<file path="src/rtl/rsa_mem_arb_pkg.sv">
// -----------------------------------------------------------------------------
// rsa_mem_arb_pkg
// Shared types and constants for the unified-RAM arbiter (rsa_mem_arbiter) and
// its latency down-counter (rsa_arb_lat_counter).
//   arb_state_t : IDLE -> ISSUE -> (WAIT) -> RESP -> IDLE access sequence
//   arb_owner_t : which requester owns the access in flight
//   LAT_W       : latency counter width, sized for the largest legal MEM_LAT
// -----------------------------------------------------------------------------
package rsa_mem_arb_pkg;

    typedef enum logic [1:0] {
        IDLE  = 2'd0,
        ISSUE = 2'd1,
        WAIT  = 2'd2,
        RESP  = 2'd3
    } arb_state_t;

    typedef enum logic {
        OWN_IF = 1'b0,
        OWN_DM = 1'b1
    } arb_owner_t;

    // Legal RAM read latency is 1..MEM_LAT_MAX; the counter only ever holds
    // MEM_LAT-1, so $clog2(MEM_LAT_MAX+1) bits always suffice.
    localparam int MEM_LAT_MAX = 4;
    localparam int LAT_W       = $clog2(MEM_LAT_MAX + 1);

endpackage

</file>
<file path="src/rtl/rsa_arb_lat_counter.sv">
// -----------------------------------------------------------------------------
// rsa_arb_lat_counter
// Loadable down-counter timing the RAM read latency while the arbiter waits.
// Ports:
//   clk, reset   : clock, synchronous active-high reset (count -> 0)
//   i_load       : load i_load_val (takes precedence over i_dec)
//   i_load_val   : value to load
//   i_dec        : decrement by one, saturating at zero
//   o_zero       : count is zero
//   o_last       : count is one, i.e. this decrement reaches zero
// -----------------------------------------------------------------------------
module rsa_arb_lat_counter
    import rsa_mem_arb_pkg::*;
(
    input  logic             clk,
    input  logic             reset,
    input  logic             i_load,
    input  logic [LAT_W-1:0] i_load_val,
    input  logic             i_dec,
    output logic             o_zero,
    output logic             o_last
);

    logic [LAT_W-1:0] r_cnt;

    // NOTE: clocked state uses non-blocking (<=) so every register samples
    // pre-edge values and simulation matches the synthesized flops.
    always_ff @(posedge clk) begin
        if (reset) begin
            r_cnt <= '0;
        end else if (i_load) begin
            r_cnt <= i_load_val;
        end else if (i_dec && (r_cnt != '0)) begin
            r_cnt <= r_cnt - 1'b1;
        end
    end

    assign o_zero = (r_cnt == '0);
    assign o_last = (r_cnt == LAT_W'(1));

endmodule

</file>
<file path="src/rtl/rsa_mem_arbiter.sv">
// -----------------------------------------------------------------------------
// rsa_mem_arbiter
// Shares one single-port synchronous RAM between the fetch requester (IF) and
// the memory-stage requester (DM). Each access runs IDLE -> ISSUE -> WAIT ->
// RESP; DM has priority because it belongs to the older instruction. stall_o
// freezes the pipeline while any request is outstanding.
// Optional build macro: RSA_ARB_STARVE_GUARD_EN -- after STARVE_MAX
// consecutive DM grants taken while IF was waiting, IF wins the next grant.
// Ports:
//   clk, reset                      : clock, synchronous active-high reset
//   if_req_i/if_addr_i              : fetch request (held until if_valid_o)
//   if_rdata_o/if_valid_o           : fetched word, one-cycle completion pulse
//   dm_req_i/dm_we_i/dm_addr_i/
//   dm_wdata_i                      : data request (held until dm_valid_o)
//   dm_rdata_o/dm_valid_o           : read data, one-cycle completion pulse
//   stall_o                         : pipeline stall
//   mem_en_o/mem_we_o/mem_addr_o/
//   mem_wdata_o/mem_rdata_i         : RAM interface
// -----------------------------------------------------------------------------
module rsa_mem_arbiter
    import rsa_mem_arb_pkg::*;
#(
    parameter int ADDR_W     = 32,
    parameter int DATA_W     = 32,
    parameter int MEM_LAT    = 1,
    parameter int STARVE_MAX = 4
) (
    input  logic              clk,
    input  logic              reset,
    input  logic              if_req_i,
    input  logic [ADDR_W-1:0] if_addr_i,
    output logic [DATA_W-1:0] if_rdata_o,
    output logic              if_valid_o,
    input  logic              dm_req_i,
    input  logic              dm_we_i,
    input  logic [ADDR_W-1:0] dm_addr_i,
    input  logic [DATA_W-1:0] dm_wdata_i,
    output logic [DATA_W-1:0] dm_rdata_o,
    output logic              dm_valid_o,
    output logic              stall_o,
    output logic              mem_en_o,
    output logic              mem_we_o,
    output logic [ADDR_W-1:0] mem_addr_o,
    output logic [DATA_W-1:0] mem_wdata_o,
    input  logic [DATA_W-1:0] mem_rdata_i
);

    if (MEM_LAT < 1 || MEM_LAT > MEM_LAT_MAX || STARVE_MAX < 1) begin : g_bad_param
        $error("rsa_mem_arbiter: MEM_LAT must be 1..4 and STARVE_MAX >= 1");
    end

    arb_state_t        r_state, w_state_next;
    arb_owner_t        r_owner;
    logic              r_we;
    logic [ADDR_W-1:0] r_mem_addr;
    logic [DATA_W-1:0] r_mem_wdata;
    logic [DATA_W-1:0] r_if_rdata, r_dm_rdata;
    logic              w_grant, w_pick_dm, w_grant_dm;
    logic              w_cnt_load, w_cnt_dec, w_cnt_zero, w_cnt_last;
    logic              w_resp_rd_if, w_resp_rd_dm;

`ifdef RSA_ARB_STARVE_GUARD_EN
    localparam int STARVE_W = $clog2(STARVE_MAX + 1);
    logic [STARVE_W-1:0] r_starve_cnt;
    logic                w_starve_hit;

    // IF overrides DM priority only when both are waiting at the limit.
    assign w_starve_hit = if_req_i && (r_starve_cnt == STARVE_W'(STARVE_MAX));
    assign w_pick_dm    = dm_req_i && !w_starve_hit;

    always_ff @(posedge clk) begin
        if (reset) begin
            r_starve_cnt <= '0;
        end else if (w_grant) begin
            if (!w_grant_dm) begin
                r_starve_cnt <= '0;
            end else if (if_req_i && (r_starve_cnt != STARVE_W'(STARVE_MAX))) begin
                r_starve_cnt <= r_starve_cnt + 1'b1;
            end
        end
    end
`else
    assign w_pick_dm = dm_req_i;
`endif

    assign w_grant_dm = w_grant && w_pick_dm;

    rsa_arb_lat_counter u_lat_counter (
        .clk        (clk),
        .reset      (reset),
        .i_load     (w_cnt_load),
        .i_load_val (LAT_W'(MEM_LAT - 1)),
        .i_dec      (w_cnt_dec),
        .o_zero     (w_cnt_zero),
        .o_last     (w_cnt_last)
    );

    // NOTE: every signal written here gets a default first, so no path can
    // leave one unassigned and infer a latch.
    always_comb begin
        w_state_next = r_state;
        w_grant      = 1'b0;
        w_cnt_load   = 1'b0;
        w_cnt_dec    = 1'b0;
        case (r_state)
            IDLE: begin
                if (if_req_i || dm_req_i) begin
                    w_grant      = 1'b1;
                    w_state_next = ISSUE;
                end
            end
            ISSUE: begin
                w_cnt_load   = 1'b1;
                w_state_next = (MEM_LAT == 1) ? RESP : WAIT;
            end
            WAIT: begin
                // Leave on the decrement that takes the count to zero so the
                // response cycle lands exactly MEM_LAT cycles after ISSUE.
                w_cnt_dec = 1'b1;
                if (w_cnt_last || w_cnt_zero) begin
                    w_state_next = RESP;
                end
            end
            RESP:    w_state_next = IDLE;
            default: w_state_next = IDLE;
        endcase
    end

    always_ff @(posedge clk) begin
        if (reset) begin
            r_state     <= IDLE;
            r_owner     <= OWN_IF;
            r_we        <= 1'b0;
            r_mem_addr  <= '0;
            r_mem_wdata <= '0;
            r_if_rdata  <= '0;
            r_dm_rdata  <= '0;
        end else begin
            r_state <= w_state_next;
            if (w_grant) begin
                r_owner    <= w_grant_dm ? OWN_DM : OWN_IF;
                r_we       <= w_grant_dm && dm_we_i;
                r_mem_addr <= w_grant_dm ? dm_addr_i : if_addr_i;
                if (w_grant_dm) begin
                    r_mem_wdata <= dm_wdata_i;
                end
            end
            if (w_resp_rd_if) begin
                r_if_rdata <= mem_rdata_i;
            end
            if (w_resp_rd_dm) begin
                r_dm_rdata <= mem_rdata_i;
            end
        end
    end

    // The RAM presents read data during the RESP cycle; it is forwarded to the
    // owner alongside its valid pulse and kept in the hold register afterwards.
    assign w_resp_rd_if = (r_state == RESP) && !r_we && (r_owner == OWN_IF);
    assign w_resp_rd_dm = (r_state == RESP) && !r_we && (r_owner == OWN_DM);

    assign if_rdata_o  = w_resp_rd_if ? mem_rdata_i : r_if_rdata;
    assign dm_rdata_o  = w_resp_rd_dm ? mem_rdata_i : r_dm_rdata;
    assign if_valid_o  = (r_state == RESP) && (r_owner == OWN_IF);
    assign dm_valid_o  = (r_state == RESP) && (r_owner == OWN_DM);
    assign mem_en_o    = (r_state == ISSUE);
    assign mem_we_o    = (r_state == ISSUE) && r_we;
    assign mem_addr_o  = r_mem_addr;
    assign mem_wdata_o = r_mem_wdata;

    // Drops in the valid cycle so the pipeline advances exactly once.
    assign stall_o = (if_req_i && !if_valid_o) || (dm_req_i && !dm_valid_o);

endmodule

</file>
<file path="config.mk">
export PLATFORM = sky130hd
export DESIGN_NAME = rsa_mem_arbiter
export DESIGN_NICKNAME = d
export VERILOG_FILES = /design/src/rtl/rsa_mem_arb_pkg.sv /design/src/rtl/rsa_arb_lat_counter.sv /design/src/rtl/rsa_mem_arbiter.sv
export SDC_FILE = /design/constraint.sdc
export NUM_CORES = 1
export LEC_CHECK = 0
export BUFFER_PORTS_ARGS = -buffer_cell sky130_fd_sc_hd__buf_2
export CAP_MARGIN = 20
export CORE_UTILIZATION = 30
export DETAILED_ROUTE_END_ITERATION = 8
export PLACE_DENSITY = 0.61
export RECOVER_POWER = 100
export SKIP_LAST_GASP = 1
export SLEW_MARGIN = 40
export SYNTH_ARGS = -nofsm -noshare
export SYNTH_HDL_FRONTEND = slang
export SYNTH_HIERARCHICAL = 1
export SYNTH_SLANG_ARGS = --single-unit
</file>
<file path="constraint.sdc">
create_clock -name clk -period 2.2 [get_ports clk]
set_clock_uncertainty 0.2 [all_clocks]
set_input_delay 0.11 -clock clk [delete_from_list [all_inputs] [get_ports clk]]
set_output_delay 0.11 -clock clk [all_outputs]
set_load 0.01 [all_outputs]
</file>
==> Flow_metrics.wiki <==
{| class="wikitable"
! Metric !! Value
|-
| Outcome || complete, but fails checks
|-
| Failing checks || negative setup slack
|-
| Required @ worst endpoint || 1890 ps
|-
| Wire length of the first global-routing pass || 24.8 mm
|-
| Top FF cell, synth || sky130_fd_sc_hd__dfxtp_1
|-
| Placed Area || 7050 um^2
|-
| Clock insertion delay at the later pin of the skew report || 410 ps
|-
| Vertical extent of the die || 137 um
|-
| Setup_tns || -397 ps
|-
| Synth unique cells || 33
|-
| Max transition margin || 60.4%
|-
| Slack of the critical path || -34.3 ps
|-
| Min-delay src || dm_req_i
|-
| Worst-margin pin slew || 594 ps
|-
| Post-synthesis cell count || 548
|-
| Post-synth ARST share || 0%
|-
| Count of input and output buffers || 265
|-
| Total standard cell area after synthesis || 5480 um^2
|-
| Post-Synthesis Mean Instance Area || 10.0 um^2
|-
| Tot Pwr || 8.97 mW
|-
| Layout overhead on the synthesized area || 78.5%
|-
| Min-Delay Endpoint || r_owner
|-
| Core area || 18,000 um^2
|-
| TritonCTS buffer count || 17
|-
| Critical register-to-register path startpoint || r_state[0]
|-
| Cell count of the worst hold path || 4
|-
| Width of the die || 137 um
|-
| Power density normalized to cell area || 916 nW/um^2
|-
| Fin cells || 1,195
|-
| Min Clock Period, post-route || 2230 ps
|-
| Multi-input logic area || 2820 um^2
|-
| Routed via count || 5,374
|-
| Placement Setup Slack || 245 ps
|-
| Worst IR Drop VDD || 571 uV
|-
| Fin. max-slew vios || 0
|-
| GRT Util Overall || 17.3%
|-
| Total of warnings raised by yosys || 6
|-
| Depth of the worst register-to-register path || 7
|-
| Routability-driven placement congestion ratio || 0.782
|-
| Slowest-stage cell, CP || sky130_fd_sc_hd__dfxtp_4
|-
| Number of antenna violations at the first check in global routing || 0
|-
| Maximum cell stage delay along the critical path || 350 ps
|-
| Post-route clock period utilization || 102%
|-
| Clock sink total || 135
|-
| Starting density of the core || 30.5%
|-
| Vias in the first global route || 5,083
|-
| Residual DRC || 0
|-
| Largest buffer count on any clock path || 2
|-
| Std-Cell Rows || 49
|-
| Endpoint class of the critical path || output port
|-
| Number of flops mapped to enable cells by yosys || 0
|-
| Sequential cell area fraction in the yosys report || 49.3%
|-
| Clock transition at the registers of the reported paths || 60 ps
|-
| Routed Wire Length || 18.4 mm
|-
| Worst setup path class || register to output port
|-
| Most numerous cell on the critical path || sky130_fd_sc_hd__buf_6
|-
| Most frequent standard cell in the layout excluding fill and tap cells || sky130_fd_sc_hd__buf_2
|-
| Number of vias per cell after detailed routing || 4.50
|-
| Leading cell types in the layout, fill and taps excluded || sky130_fd_sc_hd__buf_2 (136), sky130_fd_sc_hd__dfxtp_1 (133), sky130_fd_sc_hd__dlygate4sd3_1 (131)
|-
| Pre-antenna DRT Iters || 7
|-
| Peak Freq || 448 MHz
|-
| Data arrival time of the critical path || 1920 ps
|-
| H-tree level count || 4
|-
| Pin count of the biggest net entering global routing || 65
|-
| Layout filler cell count || 1,513
|-
| Full die area || 18,800 um^2
|-
| Leftover overflow at the end of global routing || 0
|-
| Share of final-layout standard cells stronger than drive strength 1 || 34.3%
|-
| Detailed-route wire length per cell || 15.4 um
|-
| Critical Path Start Type || register
|-
| Net count, final || 1,093
|-
| Diode count || 0
|-
| Unrepaired setup endpoints after global routing || true
|-
| Total of flip-flops plus latches after synthesis || 135
|-
| Hold WC Path Type || input pin to register
|-
| R2r setup slk || 190 ps
|-
| Final std cell area, no fill || 9790 um^2
|-
| Maxcap violations || 0
|-
| Dpl cells || 1,012
|-
| Number of top-level pins || 266
|-
| Cell-by-cell trace of the critical path || ha_4 > buf_6 > nand3b_1 > buf_6 > clkbuf_16 > mux2_4 > buf_6
|-
| Footprint of the flip-flops and latches || 2710 um^2
|-
| Remaining antenna violation count || 0
|-
| Post-detail-place hpwl || 9.87 mm
|-
| Critical path fanouts, max || 8
|-
| Capture point of the worst reg-to-reg path || mem_wdata_o[14]
|-
| Root Driver || sky130_fd_sc_hd__clkbuf_16
|-
| Endpoints failing hold || 0
|-
| Leakage || 4.38 nW
|-
| TritonCTS clock tree || built
|-
| Initial drt markers || 167
|-
| Setup Viol. Count Final || 29
|}
how the worst max path moves through the flow:
stage          startpoint        endpoint  cells after the start
2_1_floorplan  r_state[1]  r_if_rdata[27]                      5
3_3_place_gp   r_state[0]  if_rdata_o[28]                      5
3_5_place_dp   r_state[1]  r_if_rdata[28]                      5
4_1_cts        r_state[0]  dm_rdata_o[22]                      6
5_1_grt        r_state[1]  dm_rdata_o[16]                      7
6_report       r_state[0]  dm_rdata_o[16]                      7
cells in the mapped netlist, types with 2 or more instances:
master	n	area, um^2
sky130_fd_sc_hd__mux2_2	60	676
sky130_fd_sc_hd__buf_1	7	26.3
sky130_fd_sc_hd__nand2b_1	2	12.5
sky130_fd_sc_hd__and2_1	3	18.8
sky130_fd_sc_hd__a21oi_1	37	185
sky130_fd_sc_hd__clkbuf_1	18	67.6
sky130_fd_sc_hd__mux2_1	5	56.3
sky130_fd_sc_hd__buf_4	3	22.5
sky130_fd_sc_hd__a22oi_1	2	15.0
sky130_fd_sc_hd__ha_1	7	87.6
sky130_fd_sc_hd__buf_6	3	33.8
sky130_fd_sc_hd__nand2_1	65	244
sky130_fd_sc_hd__nor2_1	39	146
sky130_fd_sc_hd__a211oi_1	32	240
sky130_fd_sc_hd__nand3b_1	2	15.0
sky130_fd_sc_hd__inv_1	6	22.5
sky130_fd_sc_hd__nor2b_1	66	413
sky130_fd_sc_hd__buf_2	9	45.0
sky130_fd_sc_hd__dfxtp_1	135	2700
sky130_fd_sc_hd__mux2i_1	34	340
logic make-up after synthesis:
kind of cell,after synthesis,synth area share [%]
flops,135,49.3
compound gates,78,9.06
other cells,1,0.0684
buf+inv,46,3.97
mux,99,19.6
fa+ha+maj,7,1.60
simple gates,182,16.5
sequential cells by signal (all words and copies together) (netlist names):
signal               count
r_we                     1
r_if_rdata              32
mem_addr_o              32
mem_wdata_o             32
r_state                  2
r_dm_rdata              32
r_owner                  1
u_lat_counter/r_cnt      3
layout make-up:
type	instances	area share, %
clock buffers	18	4.38
inverters	6	0.230
clock inverters	14	1.79
flip-flops and latches	135	27.7
multi-input cells	369	28.9
repair buffers	424	34.1
well taps	229	2.93
per-layer routing:
layer,track usage (%),vias to the layer above,wire (um)
li1,-,2659,-
met1,19.7,2483,7620
met2,30.1,203,9290
met3,5.00,29,1120
met4,7.20,0,405
met5,0,-,0
through the flow:
| step | util [%] | hold slack [ps] |
|---|---|---|
| floorplan | - | -10.7 |
| global placement | 39.2 | 151 |
| detailed placement | 39.2 | 155 |
| CTS | 52.4 | 12.9 |
| global route | 54.5 | 73.3 |
| finish | 54.5 | 35.0 |
power by group:
group	switching, mW	leakage (nW)	total (mW)	internal, mW
Clock	1.14	0.293	2.94	1.80
Combinational	1.45	2.98	2.98	1.54
Sequential	0.203	1.10	3.05	2.85
worst max-delay path, delay by kind of cell, from the launching register on:
family	cells	cell delay, ps
fa+ha+maj	1	160
buf+inv	4	550
flops	1	350
mux	1	320
simple gates	1	120
repair_timing:
item,4_1_cts,5_1_grt
hold endpoints to repair,131,0
resized for setup,66,86
cloned,3,3
pin swaps,1,0
hold buffers,131,0
endpoints found under the setup margin,64,64
buffers inserted,9,7
No activity file was read; power rests on OpenSTA's default activity.
